### src/rtl/timer_run_ctrl.sv
`default_nettype none
// ============================================================================
//  Module   : timer_run_ctrl
//  Purpose  : Multi-channel run controller. Each channel debounces an
//             active-low start/stop button into a release-triggered toggle
//             that drives an IDLE/RUN/PAUSE/DONE run machine.
//  Revision : 1.0  initial release
// ============================================================================
module timer_run_ctrl #(
   parameter int NUM_CH          = 2,
   parameter int DEBOUNCE_CYCLES = 4,
   parameter int AUTO_RESTART    = 0
) (
   input  logic              clk,
   input  logic              rst,
   input  logic [NUM_CH-1:0] resetter,
   input  logic [NUM_CH-1:0] start_stop_n,
   input  logic [NUM_CH-1:0] stop_condition,
   output logic [NUM_CH-1:0] active,
   output logic [NUM_CH-1:0] paused,
   output logic [NUM_CH-1:0] done,
   output logic [NUM_CH-1:0] done_pulse
);

   localparam int                 c_cnt_w   = $clog2(DEBOUNCE_CYCLES + 1);
   localparam logic [c_cnt_w-1:0] c_deb_max = c_cnt_w'(DEBOUNCE_CYCLES);

   typedef enum logic [1:0] {
      ST_IDLE  = 2'b00,
      ST_RUN   = 2'b01,
      ST_PAUSE = 2'b10,
      ST_DONE  = 2'b11
   } state_t;

   for (genvar gi = 0; gi < NUM_CH; gi++) begin : g_ch
      logic               r_s1;
      logic               r_s2;
      logic [c_cnt_w-1:0] r_cnt;
      logic               w_armed;
      logic               w_toggle;
      state_t             r_state;
      state_t             w_next;
      logic               r_active;
      logic               r_paused;
      logic               r_done;
      logic               r_done_pulse;

      // Two-flop synchroniser; resets to the released level so no press is seen
      always_ff @(posedge clk or posedge rst) begin
         if (rst) begin
            r_s1 <= 1'b1;
            r_s2 <= 1'b1;
         end else begin
            r_s1 <= start_stop_n[gi];
            r_s2 <= r_s1;
         end
      end

      // Count consecutive low samples, saturating; a clear discards a press in progress
      always_ff @(posedge clk or posedge rst) begin
         if (rst) begin
            r_cnt <= '0;
         end else if (resetter[gi] || r_s2) begin
            r_cnt <= '0;
         end else if (r_cnt != c_deb_max) begin
            r_cnt <= r_cnt + c_cnt_w'(1);
         end
      end

      // Toggle fires for one cycle when an armed press is released
      assign w_armed  = (r_cnt == c_deb_max);
      assign w_toggle = r_s2 & w_armed;

      // Next-state: clear, then terminal count, then toggle, then auto restart
      always_comb begin
         w_next = r_state;
         if (resetter[gi]) begin
            w_next = ST_IDLE;
         end else begin
            case (r_state)
               ST_IDLE: begin
                  if (w_toggle && !stop_condition[gi]) w_next = ST_RUN;
               end
               ST_RUN: begin
                  if (stop_condition[gi])  w_next = ST_DONE;
                  else if (w_toggle)       w_next = ST_PAUSE;
               end
               ST_PAUSE: begin
                  if (w_toggle && !stop_condition[gi]) w_next = ST_RUN;
               end
               ST_DONE: begin
                  if (w_toggle)
                     w_next = ST_IDLE;
                  else if ((AUTO_RESTART != 0) && !stop_condition[gi])
                     w_next = ST_RUN;
               end
               default: w_next = ST_IDLE;
            endcase
         end
      end

      // State register with outputs decoded from the next state so they align with it
      always_ff @(posedge clk or posedge rst) begin
         if (rst) begin
            r_state      <= ST_IDLE;
            r_active     <= 1'b0;
            r_paused     <= 1'b0;
            r_done       <= 1'b0;
            r_done_pulse <= 1'b0;
         end else begin
            r_state      <= w_next;
            r_active     <= (w_next == ST_RUN);
            r_paused     <= (w_next == ST_PAUSE);
            r_done       <= (w_next == ST_DONE);
            r_done_pulse <= (w_next == ST_DONE) && (r_state != ST_DONE);
         end
      end

      assign active[gi]     = r_active;
      assign paused[gi]     = r_paused;
      assign done[gi]       = r_done;
      assign done_pulse[gi] = r_done_pulse;
   end

endmodule
`default_nettype wire

### config.mk
export PLATFORM = sky130hd
export DESIGN_NAME = timer_run_ctrl
export DESIGN_NICKNAME = d
export VERILOG_FILES = /design/src/rtl/timer_run_ctrl.sv
export SDC_FILE = /design/constraint.sdc
export NUM_CORES = 1
export LEC_CHECK = 0
export CORE_MARGIN = 2
export CORE_UTILIZATION = 47
export DETAILED_ROUTE_END_ITERATION = 7
export GPL_TIMING_DRIVEN = 0
export PLACE_DENSITY = 0.71
export SYNTH_ARGS = -nofsm -noshare
export SYNTH_HDL_FRONTEND = slang
export SYNTH_SLANG_ARGS = --single-unit
### constraint.sdc
create_clock -name clk -period 1.4 [get_ports clk]
set_input_delay 0.14 -clock clk [delete_from_list [all_inputs] [get_ports clk]]
set_output_delay 0.14 -clock clk [all_outputs]
set_load 0.02 [all_outputs]
### Word-level counts from Yosys, hierarchy flattened

Cells that the tools add are included.

| word-level totals | value |
|---|---|
| output and inout bits | 8 |
| logic and storage cells | 68 |
| bits in registers | 22 |

| cells by class | value |
|---|---|
| bitwise operators | 2 |
| mux-type cells | 16 |
| reductions and logical operators | 14 |
| equal/unequal tests | 18 |
| add/sub/neg operators | 2 |

Operator list:

| cell | count |
|---|---|
| 2-bit two-way mux | 10 |
| 2-bit == test (second input constant) | 8 |
| 3-bit two-way mux | 4 |
| 2-bit case mux with 3 select lines | 2 |
| 2-bit by 1-bit == test with 1-bit output (second input constant) | 4 |
| 3-bit by 1-bit adder with 3-bit output (second input constant) | 2 |
| 3-bit == test (second input constant) | 2 |
| 3-bit != test (second input constant) | 2 |
| 1-bit logical AND | 4 |
| 2-bit zero test | 2 |
| 2-bit != test (second input constant) | 2 |
| 2-bit nonzero test | 2 |
| 2-bit OR reduction | 2 |
| 1-bit AND | 2 |
| 1-bit zero test | 2 |
| 1-bit logical OR | 2 |

### Logic depth before layout (Yosys ltp)

| logic depth | value |
|---|---|
| word-level depth | 8 |
| mapped depth | 5 |
| gate-level depth less buffers | 5 |

### Worst setup path before layout

Ideal clock, no wire load.

| timing | value |
|---|---|
| path type | reg-to-reg |
| start | reg g_ch[0].r_cnt[0] |
| end | reg g_ch[0].r_paused |
| cell stages (with the launch flop) | 6 |
| path buffers | 0 |
| setup slack | 124 ps |
| library setup time | 78 ps |
| period minus slack after synthesis | 1,276 ps |
| data required time | 1,322 ps |
| arrival | 1,198 ps |
| cells stage by stage | dfrtp_1 inv_1 ha_1 nand3_2 or3_1 a21oi_1 |

| on the way | value |
|---|---|
| longest elaborated chain between the ends | 7 |
| elaborated cells between the ends (all ways) | 10 |
| classes of those cells | eq/ne: 2; mux: 6; bitwise: 1; reduce/logical: 1 |

Ends and longest elaborated chain:

| item | RTL line | RTL |
|---|---|---|
| from (decl) | 38 | `logic [c_cnt_w-1:0] r_cnt;` |
| from (signal assigned) | 66 | `r_cnt <= r_cnt + c_cnt_w'(1);` |
| 3-bit == test (*) | 71 | `assign w_armed = (r_cnt == c_deb_max);` |
| 1-bit AND (*) | 72 | `assign w_toggle = r_s2 & w_armed;` |
| 2-bit two-way mux / 1-bit logical AND (equally long branches) | 86, 82, 89 |  |
| 2-bit two-way mux (on tied branches) | 85, 82, 89 |  |
| 2-bit case mux with 3 select lines (*) | 80 | `case (r_state)` |
| 2-bit two-way mux (*) | 77 | `if (resetter[gi]) begin` |
| 2-bit == test (*) | 113 | `r_paused <= (w_next == ST_PAUSE);` |
| to (signal assigned) | 113 |  |
| to (decl) | 44 | `logic r_paused;` |

Every way passes the cells marked *; elsewhere a longest branch is shown, timed or not.
A chain may end at the register's enable or synchronous reset.

### Worst setup path in the final report

| timing | value |
|---|---|
| start | reg g_ch[1].r_cnt[0] |
| end | reg g_ch[1].r_paused |

| on the way | value |
|---|---|
| longest elaborated chain between the ends | 7 |
| elaborated cells between the ends (all ways) | 10 |
| classes of those cells | eq/ne: 2; mux: 6; bitwise: 1; reduce/logical: 1 |

Ends and longest elaborated chain:

| item | RTL line |
|---|---|
| from (decl) | 38 |
| from (signal assigned) | 66 |
| 3-bit == test (*) | 71 |
| 1-bit AND (*) | 72 |
| 2-bit two-way mux / 1-bit logical AND (equally long branches) | 86, 82, 89 |
| 2-bit two-way mux (on tied branches) | 85, 82, 89 |
| 2-bit case mux with 3 select lines (*) | 80 |
| 2-bit two-way mux (*) | 77 |
| 2-bit == test (*) | 113 |
| to (signal assigned) | 113 |
| to (decl) | 44 |

Marked as above.

==> run metrics <==
status completed; die width 50.98 um; non-filler cells, final 146; critical path arrival 1.56 ns; drt pass-1 iters 4; maximum VDD drop 0.7287 mV; share of the synthesized area in the top cell type 43.43%; critical path class register to register; I/O pins 16; final period utilization 94.93%; Clock Path Buffers 2; Synth Net Count 107; Gate power share 7.3%; number of DRC markers in iteration 0 11; maxcap violations 0; Syn Inst Count 95; post-synthesis register bit count 22; DP HPWL 1103 um; Residual DRC 0; Die Area 2598 um^2; Critical Path RT 1.63 ns; Post-Place Setup Slack -0.001911 ns; cell area after synthesis 1037 um^2; commonest non-fill, non-tap cell in the layout dfrtp_1; R2R setup slack 0.07 ns; Max FO, Critical Path 7; worst stage delay on the critical path 0.41 ns; CTS buffer count 3; Least-Margin Pin Slew 0.7965 ns; CTS tree built; min cycle time layout 1.329 ns; H-tree depth 1; grt total ovfl 0; drt wl/cell 10.81 um; area leader, netlist dfrtp_1; Seq/Total Area, Yosys 53.56%; Setup crit end kind register; endpoints failing setup 0; fmax 752.4 MHz; Post-Route Utilization 62.09%; Layout area overhead 28.59%; CP Cell Sequence inv_1 -> ha_4 -> nand3_4 -> or3_1 -> a21oi_1; P_sw 237.6 uW; Clk pin slew, worst setup/hold paths 0.12 ns; vias in the first global route 649; PortBufs 13; Initial Util 48.28%; clk sink count 22; warnings from Yosys 0; final hold violation count 0; first-pass GRT wire length 2711 um; Buf/Inv on CP 1; top post-synthesis cells by area dfrtp_1 (43%), dfstp_2 (10%), buf_4 (5.8%); Crit path max-delay family simple AND/OR/NAND/NOR gates; ant diodes 0; initial antenna violation count 0; worst min path class input pin to register; Placed Cells 136; Site Rows 17; floorplan core area 2148 um^2; Antenna Nets Post-Route 0; Startpoint Class register; wirelength, routed 1578 um; Synth cell types 19; root buffer cell clkbuf_4; Setup WS post-layout 0.07092 ns; pwr/cell area 915.3 nW/um^2; largest net degree at the start of global routing 23; most frequent cells in the layout dfrtp_1 (18), buf_4 (14), a21oi_1 (9), nor3_1 (8), dlygate4sd2_1 (8); max-slew violation count 0; clk_lat worst skew 0.30 ns; Die H 50.98 um; nets@finish 131; Vias 737; Final GP Congestion 0.7024; synthesized area per cell 10.92 um^2; routed vias/inst 5.048; CP max stage cell dfrtp_1; Setup TNS 0 ns; Total Routing Usage GR 13.93%; clock skew 0.006236 ns; cell-internal power 983.2 uW; sw frac 19.47%; Hold WS 0.2214 ns; clock network fraction of design power 38.5%; power share of the sequential group 54.2%; static leakage 0.6092 nW; Worst slew margin 46.84%; number of hold buffers added after CTS 0; RSZ-0062 raised after global routing no; fraction of layout cells with a size suffix above 1 26.27%
[power by group through the flow]
stage / sequential [mW] / clock [mW] / combinational (mW)
2_1_floorplan: 0.671 / 0 / 0.0425
3_3_place_gp: 0.673 / 0 / 0.0673
3_5_place_dp: 0.674 / 0 / 0.0707
4_1_cts: 0.660 / 0.488 / 0.0779
5_1_grt: 0.663 / 0.525 / 0.101
6_report: 0.661 / 0.470 / 0.0889
[synth_stat cells]
cell / count
a21oi_1: 10
buf_4: 8
clkbuf_1: 2
dfrtp_1: 18
dfstp_2: 4
ha_1: 4
inv_1: 5
mux2_2: 4
mux2i_1: 2
nand2_1: 4
nand2b_1: 2
nand3_2: 2
nand3b_1: 2
nor2b_1: 4
nor3_1: 8
nor3b_1: 4
o21ai_0: 6
or3_1: 4
xnor2_1: 2
[final timing paths]
path | start | endpoint | cells past startpoint
worst max-delay path | g_ch[1].r_cnt[0] | g_ch[1].r_paused | 5
worst min-delay path | resetter[1] | g_ch[1].r_state[0] | 2
worst max register to register | g_ch[1].r_cnt[0] | g_ch[1].r_paused | 5
worst min register to register | g_ch[1].r_s1 | g_ch[1].r_s2 | 0
max in group asynchronous | rst | g_ch[1].r_active | 2
min in group asynchronous | rst | g_ch[0].r_state[1] | 2
[area by class of cell]
| type | instances | area [um^2] |
|---|---|---|
| repair buffers | 19 | 165.2 |
| plain buffers | 10 | 67.56 |
| well taps | 28 | 35.03 |
| clock inverters | 1 | 30.03 |
| fillers | 182 | 814.5 |
| inverters | 5 | 18.77 |
| flip-flops and latches | 22 | 555.5 |
| clock buffers | 3 | 22.52 |
| multi-input cells | 58 | 439.2 |
[through the flow]
stage,total power [mW],cell area [um^2]
2_1_floorplan,0.7138,1037
3_3_place_gp,0.7400,1202
3_5_place_dp,0.7444,1202
4_1_cts,1.227,1285
5_1_grt,1.289,1334
6_report,1.221,1334
[worst register-to-register path: stages, from the launching register on]
cell     delay [ns]
dfrtp_1        0.41
inv_1          0.10
ha_4           0.16
nand3_4        0.10
or3_1          0.36
a21oi_1        0.14
[routing by layer]
metal | vias to the layer above | global-route usage, % | wire, um
met4 | 0 | 5.405 | 0
li1 | 363 | - | -
met2 | 16 | 22.94 | 813
met5 | - | 0 | 0
met1 | 358 | 18.11 | 704
met3 | 0 | 2.632 | 60
[logic make-up (layout without fill, tap and decap cells)]
family | Yosys count | count (layout) | share of synthesized area, %
buf+inv | 15 | 38 | 8.324
compound gates | 16 | 16 | 7.720
flops | 22 | 22 | 53.56
simple gates | 30 | 30 | 17.61
fa+ha+maj | 4 | 4 | 4.825
mux | 6 | 6 | 6.272
xor+xnor | 2 | 2 | 1.689
[registers in the layout, summed over array words and instances, names as in the netlist]
register,flops
g_ch.r_active,2
g_ch.r_cnt,6
g_ch.r_done,2
g_ch.r_done_pulse,2
g_ch.r_paused,2
g_ch.r_s1,2
g_ch.r_s2,2
g_ch.r_state,4
[repair_timing]
action	in CTS	in global routing
endpoints found under the setup margin	13	6
endpoints found under the hold margin	0	0
pin swaps	2	1
gates resized for setup	9	7
setup buffers	5	1
No activity file was read; power rests on OpenSTA's default activity.
